**src/rtl/fire2_expand_feeder.sv**
```systemverilog
// fire2_expand_feeder: buffers 16-channel squeeze vectors and re-serialises them
// into one channel word per cycle for the fire2 expand MAC arrays.
// Ports: clk/rst (async active-low), start (layer clear), in_valid/in_vec/in_last
// (vector input), out_valid/out_ready/out_data/out_ch/out_last (word stream),
// done (layer drained), overflow (sticky drop flag), count (stored vectors).
// Latency: a vector written at edge t is presented (ch=0) from t+1.
// Backpressure: out_ready=0 freezes the stream; a full buffer drops input vectors.
module fire2_expand_feeder #(
  parameter int WIDTH = 16,
  parameter int CH    = 16,
  parameter int DEPTH = 4
) (
  input  logic                       clk,
  input  logic                       rst,
  input  logic                       start,
  input  logic                       in_valid,
  input  logic [WIDTH-1:0]           in_vec [0:CH-1],
  input  logic                       in_last,
  input  logic                       out_ready,
  output logic                       out_valid,
  output logic [WIDTH-1:0]           out_data,
  output logic [$clog2(CH)-1:0]      out_ch,
  output logic                       out_last,
  output logic                       done,
  output logic                       overflow,
  output logic [$clog2(DEPTH):0]     count
);

  localparam int PW  = $clog2(DEPTH);
  localparam int CW  = PW + 1;
  localparam int CHW = $clog2(CH);
  localparam logic [CW-1:0]  DEPTH_C = CW'(DEPTH);
  localparam logic [CHW-1:0] CH_LAST = CHW'(CH - 1);
  localparam logic [CW-1:0]  ONE_C   = CW'(1);

  logic [WIDTH-1:0] mem [0:DEPTH-1][0:CH-1];
  logic [PW-1:0]    wp;
  logic [PW-1:0]    rp;
  logic [CHW-1:0]   ch;
  logic [CW-1:0]    cnt;
  logic             last_seen;
  logic             done_q;
  logic             ovf_q;

  logic xfer;
  logic pop;
  logic in_ok;
  logic push;
  logic drop;

  assign xfer  = out_valid && out_ready;
  assign pop   = xfer && (ch == CH_LAST);
  // Input is ignored during a start pulse and once the layer has drained.
  assign in_ok = in_valid && !start && !done_q;
  // A full buffer still accepts when the head vector leaves in the same cycle.
  assign push  = in_ok && ((cnt != DEPTH_C) || pop);
  assign drop  = in_ok && !((cnt != DEPTH_C) || pop);

  assign out_valid = (cnt != '0);
  assign out_data  = mem[rp][ch];
  assign out_ch    = ch;
  // A same-cycle in_valid means more data may follow, so this is not yet the end.
  assign out_last  = out_valid && (ch == CH_LAST) && (cnt == ONE_C) && last_seen && !in_valid;
  assign done      = done_q;
  assign overflow  = ovf_q;
  assign count     = cnt;

  always_ff @(posedge clk or negedge rst) begin
    if (!rst) begin
      for (int d = 0; d < DEPTH; d++) begin
        for (int c = 0; c < CH; c++) begin
          mem[d][c] <= '0;
        end
      end
    end else if (push) begin
      for (int c = 0; c < CH; c++) begin
        mem[wp][c] <= in_vec[c];
      end
    end
  end

  always_ff @(posedge clk or negedge rst) begin
    if (!rst) begin
      wp        <= '0;
      rp        <= '0;
      ch        <= '0;
      cnt       <= '0;
      last_seen <= 1'b0;
      done_q    <= 1'b0;
      ovf_q     <= 1'b0;
    end else if (start) begin
      wp        <= '0;
      rp        <= '0;
      ch        <= '0;
      cnt       <= '0;
      last_seen <= 1'b0;
      done_q    <= 1'b0;
      ovf_q     <= 1'b0;
    end else begin
      if (push) begin
        wp <= wp + 1'b1;
      end
      if (xfer) begin
        if (ch == CH_LAST) begin
          ch <= '0;
          rp <= rp + 1'b1;
        end else begin
          ch <= ch + 1'b1;
        end
      end
      if (push && !pop) begin
        cnt <= cnt + ONE_C;
      end else if (pop && !push) begin
        cnt <= cnt - ONE_C;
      end
      if (in_last) begin
        last_seen <= 1'b1;
      end
      if (xfer && out_last) begin
        done_q <= 1'b1;
      end
      if (drop) begin
        ovf_q <= 1'b1;
      end
    end
  end

endmodule

```
**config.mk**
```make
export PLATFORM = sky130hd
export DESIGN_NAME = fire2_expand_feeder
export DESIGN_NICKNAME = d
export VERILOG_FILES = /design/src/rtl/fire2_expand_feeder.sv
export SDC_FILE = /design/constraint.sdc
export NUM_CORES = 2
export LEC_CHECK = 0
export CAP_MARGIN = 20
export CORE_MARGIN = 3
export CORE_UTILIZATION = 61
export CTS_CLUSTER_SIZE = 24
export DETAILED_ROUTE_END_ITERATION = 8
export GPL_TIMING_DRIVEN = 0
export MAX_ROUTING_LAYER = met4
export PLACE_DENSITY_LB_ADDON = 0.2
export RECOVER_POWER = 25
export SYNTH_ARGS = -nofsm -noshare
export SYNTH_HDL_FRONTEND = slang
export SYNTH_SLANG_ARGS = --single-unit
```
**constraint.sdc**
```tcl
create_clock -name clk -period 2.9 [get_ports clk]
set_input_delay 0.29 -clock clk [delete_from_list [all_inputs] [get_ports clk]]
set_output_delay 0.29 -clock clk [all_outputs]
set_load 0.02 [all_outputs]
```
# Yosys cells after proc, flatten, opt, wreduce, memory -nomap -nowiden
# Cells that the tools add are included.
[word_totals]
register_bits = 1038
inputBits = 262
out_inout_bits = 27
wordCells = 187
[classes]
add_sub_neg = 5
n_lt_le_gt_ge = 4
n_eq_ne = 3
n_mux = 71
bitwise_logic = 3
reduce_logical = 30
[ops]
columns = ["op", "n"]
rows = [
  ["bitwise mux 1024 bit", 16],
  ["demux 256 bit (select 2 bit)", 16],
  ["two-way mux 256 bit", 3],
  ["binary-select mux 256 bit (select 2 bit)", 1],
  ["two-way mux 240 bit", 1],
  ["two-way mux 224 bit", 1],
  ["two-way mux 208 bit", 1],
  ["two-way mux 192 bit", 1],
  ["two-way mux 176 bit", 1],
  ["two-way mux 160 bit", 1],
  ["two-way mux 144 bit", 1],
  ["two-way mux 128 bit", 1],
  ["two-way mux 112 bit", 1],
  ["two-way mux 96 bit", 1],
  ["two-way mux 80 bit", 1],
  ["binary-select mux 16 bit (select 4 bit)", 1],
  ["two-way mux 64 bit", 1],
  ["two-way mux 16 bit", 3],
  ["two-way mux 48 bit", 1],
  ["two-way mux 32 bit", 1],
  ["logical AND 1 bit", 14],
  ["two-way mux 4 bit", 3],
  ["nonzero test 2 bit", 6],
  ["two-way mux 2 bit", 5],
  ["other kinds (18)", 34],
]

# Logic depth before layout (Yosys ltp)
[logic_depth]
depth_word = 21
ltp_mapped = 9
mapped_depth_nobuf = 7

# Least setup slack after synthesis
# OpenSTA, ideal clock, no wires.
[synth_path]
path_type = "flip-flop to flip-flop"
start = "register ch[1], in the netlist out_ch[1]"
end = "register mem[0] in the netlist's numbering"
arrival_ns = 2.350
t_required_ns = 2.775
setup_slack_ns = 0.424
path_stages_with_launch = 8
path_buffers = 2
path_cell_list = "dfrtp_1 > ha_1 > nand4_4 > a311oi_4 > nand2_4 > buf_12 > buf_12 > mux2_4"
[synth_between]
elab_chain_cells = 4
[synth_lines]
columns = ["item", "line", "source"]
rows = [
  ["start: declaration", "39", "logic [CHW-1:0] ch;"],
  ["start signal: assignment", "108", "ch <= ch + 1'b1;"],
  ["== test 4 bit", "52", "assign pop = xfer && (ch == CH_LAST);"],
  ["logical AND 1 bit", "52", ""],
  ["logical OR 1 bit", "56", "assign push = in_ok && ((cnt != DEPTH_C) || pop);"],
  ["logical AND 1 bit", "56", ""],
  ["end signal: indexed assignment", "77", "mem[wp][c] <= in_vec[c];"],
  ["end: declaration", "36", "logic [WIDTH-1:0] mem [0:DEPTH-1][0:CH-1];"],
]
# Every way passes these cells.
# A chain may end at the register's enable or synchronous reset.

# Worst setup path in the final report
[layout_path]
start = "register rp[0]"
end = "output port out_data[5]"
[layout_between]
elab_chain_cells = 7
[layout_lines]
columns = ["item", "line", "source"]
rows = [
  ["start: declaration", "38", "logic [PW-1:0] rp;"],
  ["start signal: assignment", "106", "rp <= rp + 1'b1;"],
  ["NOT 2 -> 3 bit (implied by the code)", "60", "assign out_data = mem[rp][ch];"],
  ["binary-select mux 256 bit (select 2 bit)", "60", ""],
  ["two-way mux 256 bit (implied by the code) (2 in series)", "60", ""],
  ["binary-select mux 16 bit (select 4 bit)", "60", ""],
  ["two-way mux 16 bit (implied by the code) (2 in series)", "60", ""],
  ["end: declaration", "21", "output logic [WIDTH-1:0] out_data,"],
]
# Every way passes these cells. The select of a mux whose other input is x is not followed.

==> flow_metrics.py <==
metrics = {
    "worst_setup_path": {
        "cp_top_family": "buffers and inverters",
        "cp_cell_sequence": "buf_12, buf_16, buf_16, buf_12, buf_4, mux4_2, a22oi_2, a21oi_2, a21oi_4, nand4_1, buf_4",
        "critPathSlowestCell": "mux4_2",
        "worstPathRequired_ns": 2.61,
        "slowest_delay_ns": 0.50,
        "crit_path_max_fanout": 7,
        "crit_buf_inv": 6,
        "worstSetupPathType": "reg2out",
        "arrival_ns": 3.46,
        "endpoint_kind": "output port",
        "start_kind": "flip-flop",
    },
    "synthesis": {
        "synthesis.area_sq_um": 51900,
        "synthXorXnorAreaFrac": 0.000844,
        "synth-adder-area-share": 0.00217,
        "synth_mux_area_frac": 0.403,
        "yosysWarnings": 0,
        "syn_inst": 2978,
        "synth_top_family_by_area": "multiplexers",
        "ys_types": 51,
        "synth-compound-area-share": 0.0291,
        "synthFlopType": "dfrtp_1",
        "ys_async_sr_fraction": 1.00,
        "synth_edf_count": 0,
        "synth_seq_cells": 1038,
        "syn_area_per_cell_sq_um": 17.4,
        "syn_nets": 3249,
        "synthSimpleGateAreaFrac": 0.0165,
        "ys_seq_area_frac": 0.501,
    },
    "timing": {
        "relSlewSlack": 0.0997,
        "rsz0062_at_grt": "true",
        "fin_crit_sh": 1.29,
        "drv_slew": 0,
        "finalSetupTns_ns": -12.34,
        "setup_viol": 17,
        "whs_ns": 0.154,
        "timing.fmax_mhz": 266,
        "worst_slew_pin_slew_ns": 1.35,
        "min_period_ns": 3.75,
        "finClkSkew_ns": 0.0244,
        "setup_ws_ns": -0.853,
        "hold_viol": 0,
    },
    "outcome": {
        "status": "finished, violations left",
        "violations": "negative setup slack",
    },
    "routing": {
        "drt_iter0_drc": 2733,
        "wire_per_inst_um": 34.0,
        "vias_per_cell": 6.50,
        "drc": 0,
        "drtPass1Iterations": 6,
        "totalWireLength_um": 159000,
        "vias": 30500,
        "drtAntennaViolNets": 0,
    },
    "clocking": {
        "htreeDepth": 3,
        "cts_tree": "done",
        "clk_pin_slew_worst_paths_ns": 0.07,
        "ctsLongestPathBuffers": 3,
        "clk_latency_ns": 0.69,
        "cts_buffers": 109,
        "root_buffer": "clkbuf_16",
        "cts_sinks": 1038,
    },
    "die": {
        "start_util": 0.618,
        "die_h_um": 298,
        "core_sq_um": 84000,
        "die-area_sq_um": 88600,
        "die_width_um": 298,
        "row_count": 106,
        "io_pins": 289,
    },
    "cells_and_area": {
        "layout-drive-gt1-share": 0.532,
        "seqCellArea_sq_um": 26000,
        "multiInputGateArea_sq_um": 24300,
        "design_area_sq_um": 62600,
        "area_delta_synth_final_pct": 20.7,
        "stdcell_count": 4694,
        "nFillCells": 4788,
        "fin_nets": 3724,
    },
    "grt": {
        "grt_pass1_vias": 33100,
        "grt_pass1_wl_um": 234000,
        "grt_max_degree": 138,
        "overflow": 0,
        "grt_usage": 0.372,
        "antenna_found_initial": 23,
    },
    "placement": {
        "gp_congestion": 0.986,
        "post-dp-hpwl_um": 111000,
        "place_ws_ns": -1.86,
        "dp.cells": 4417,
        "dpl-instance-area_sq_um": 56600,
        "portBuffers": 286,
    },
    "pwr": {
        "p_per_area_nw_per_um2": 803,
        "p_leak_nw": 29.6,
        "ir_drop_mv": 0.543,
    },
    "job": {
        "drv_cap": 0,
    },
    "hold_path": {
        "min_path_type": "in2reg",
    },
}
## layer usage
layer / part of all wire / wire length, um / vias up / global-route usage
li1: - / - / 12200 / -
met1: 0.39 / 61600 / 16400 / 0.468
met2: 0.46 / 73800 / 1526 / 0.552
met3: 0.091 / 14500 / 452 / 0.112
met4: 0.060 / 9510 / 0 / 0.184
met5: 0 / 0 / - / -
## synthesized netlist by cell type, drive strengths merged (28+ instances only)
| cell | count | area, sq um |
|---|---|---|
| mux2 | 1048 | 15400 |
| o21ai | 44 | 220 |
| nor2 | 32 | 120 |
| mux2i | 55 | 551 |
| nand2 | 31 | 146 |
| mux4 | 219 | 4930 |
| a22oi | 60 | 450 |
| clkbuf | 58 | 218 |
| dfrtp | 1038 | 26000 |
| buf | 160 | 2240 |
| a21oi | 54 | 270 |
| nand3 | 32 | 160 |
| a221oi | 28 | 245 |
## cells in the final DEF (no fill, tap or decap), types with 11 or more instances in the layout
master	count
clkbuf_1	30
mux2_2	88
o21ai_1	14
mux2i_1	50
nand3_1	24
clkbuf_2	18
a22oi_1	18
clkbuf_4	16
clkbuf_16	114
diode_2	24
buf_12	100
clkdlybuf4s50_1	268
mux4_2	219
buf_4	61
a21oi_1	33
nor2_1	28
a21oi_4	11
nand2_1	15
buf_16	26
bufinv_16	13
buf_2	12
a221oi_1	13
buf_6	34
dfrtp_1	1036
mux2_4	960
o21ai_0	23
clkbuf_8	37
buf_8	17
nand2_2	12
clkinv_2	17
a22oi_2	42
nand3b_1	17
## logic make-up after synthesis
kind of cell | count (synthesis)
mux | 1322
flops | 1038
compound gates | 225
buf+inv | 224
simple gates | 155
fa+ha+maj | 9
xor+xnor | 5
## flip-flops by register name (all words and copies together), names as in the netlist
signal / flops
rp: 2
out_ch: 4
done: 1
last_seen: 1
mem: 1024
overflow: 1
count: 3
wp: 2
## final timing paths
| path | startpoint | end | slack, ns | cells after the start |
|---|---|---|---|---|
| hold reg to reg | mem[166] | mem[166] | 0.50 | 1 |
| setup reg to reg | out_ch[1] | mem[396] | 0.23 | 8 |
| setup / recovery | rp[0] | out_data[5] | -0.85 | 11 |
| min in group asynchronous | rst | mem[170] | 0.41 | 2 |
| max in group asynchronous | rst | mem[567] | 0.05 | 5 |
| hold / removal | start | count[1] | 0.15 | 2 |
## what timing repair did
action | CTS | global route
gates cloned | 6 | 1
resized for setup | 453 | 55
endpoints found under the hold margin | 56 | 0
buffers inserted | 24 | 29
pin swaps | 67 | 38
setup endpoints to repair | 979 | 17
hold buffers | 2 | 0
## power breakdown
group	internal (mW)	total [mW]	switching, mW
combinational	8.57	13.4	4.79
sequential	19.1	22.0	2.88
clock	8.96	14.9	5.96
## per-stage QoR
stage,power [mW],util
2_1_floorplan,30.4,-
6_report,50.3,0.746
5_1_grt,51.9,0.746
4_1_cts,49.9,0.740
3_3_place_gp,33.7,0.669
3_5_place_dp,34.5,0.674
## final cells by class
class | count | area share
diodes | 24 | 0.000959
plain buffers | 216 | 0.0505
clock buffers | 160 | 0.0526
clock inverters | 34 | 0.00807
inverters | 6 | 0.000360
multi-input cells | 1716 | 0.388
flip-flops and latches | 1038 | 0.415
well taps | 1134 | 0.0227
repair buffers | 366 | 0.0622
Power figures use the tool's default switching activity.
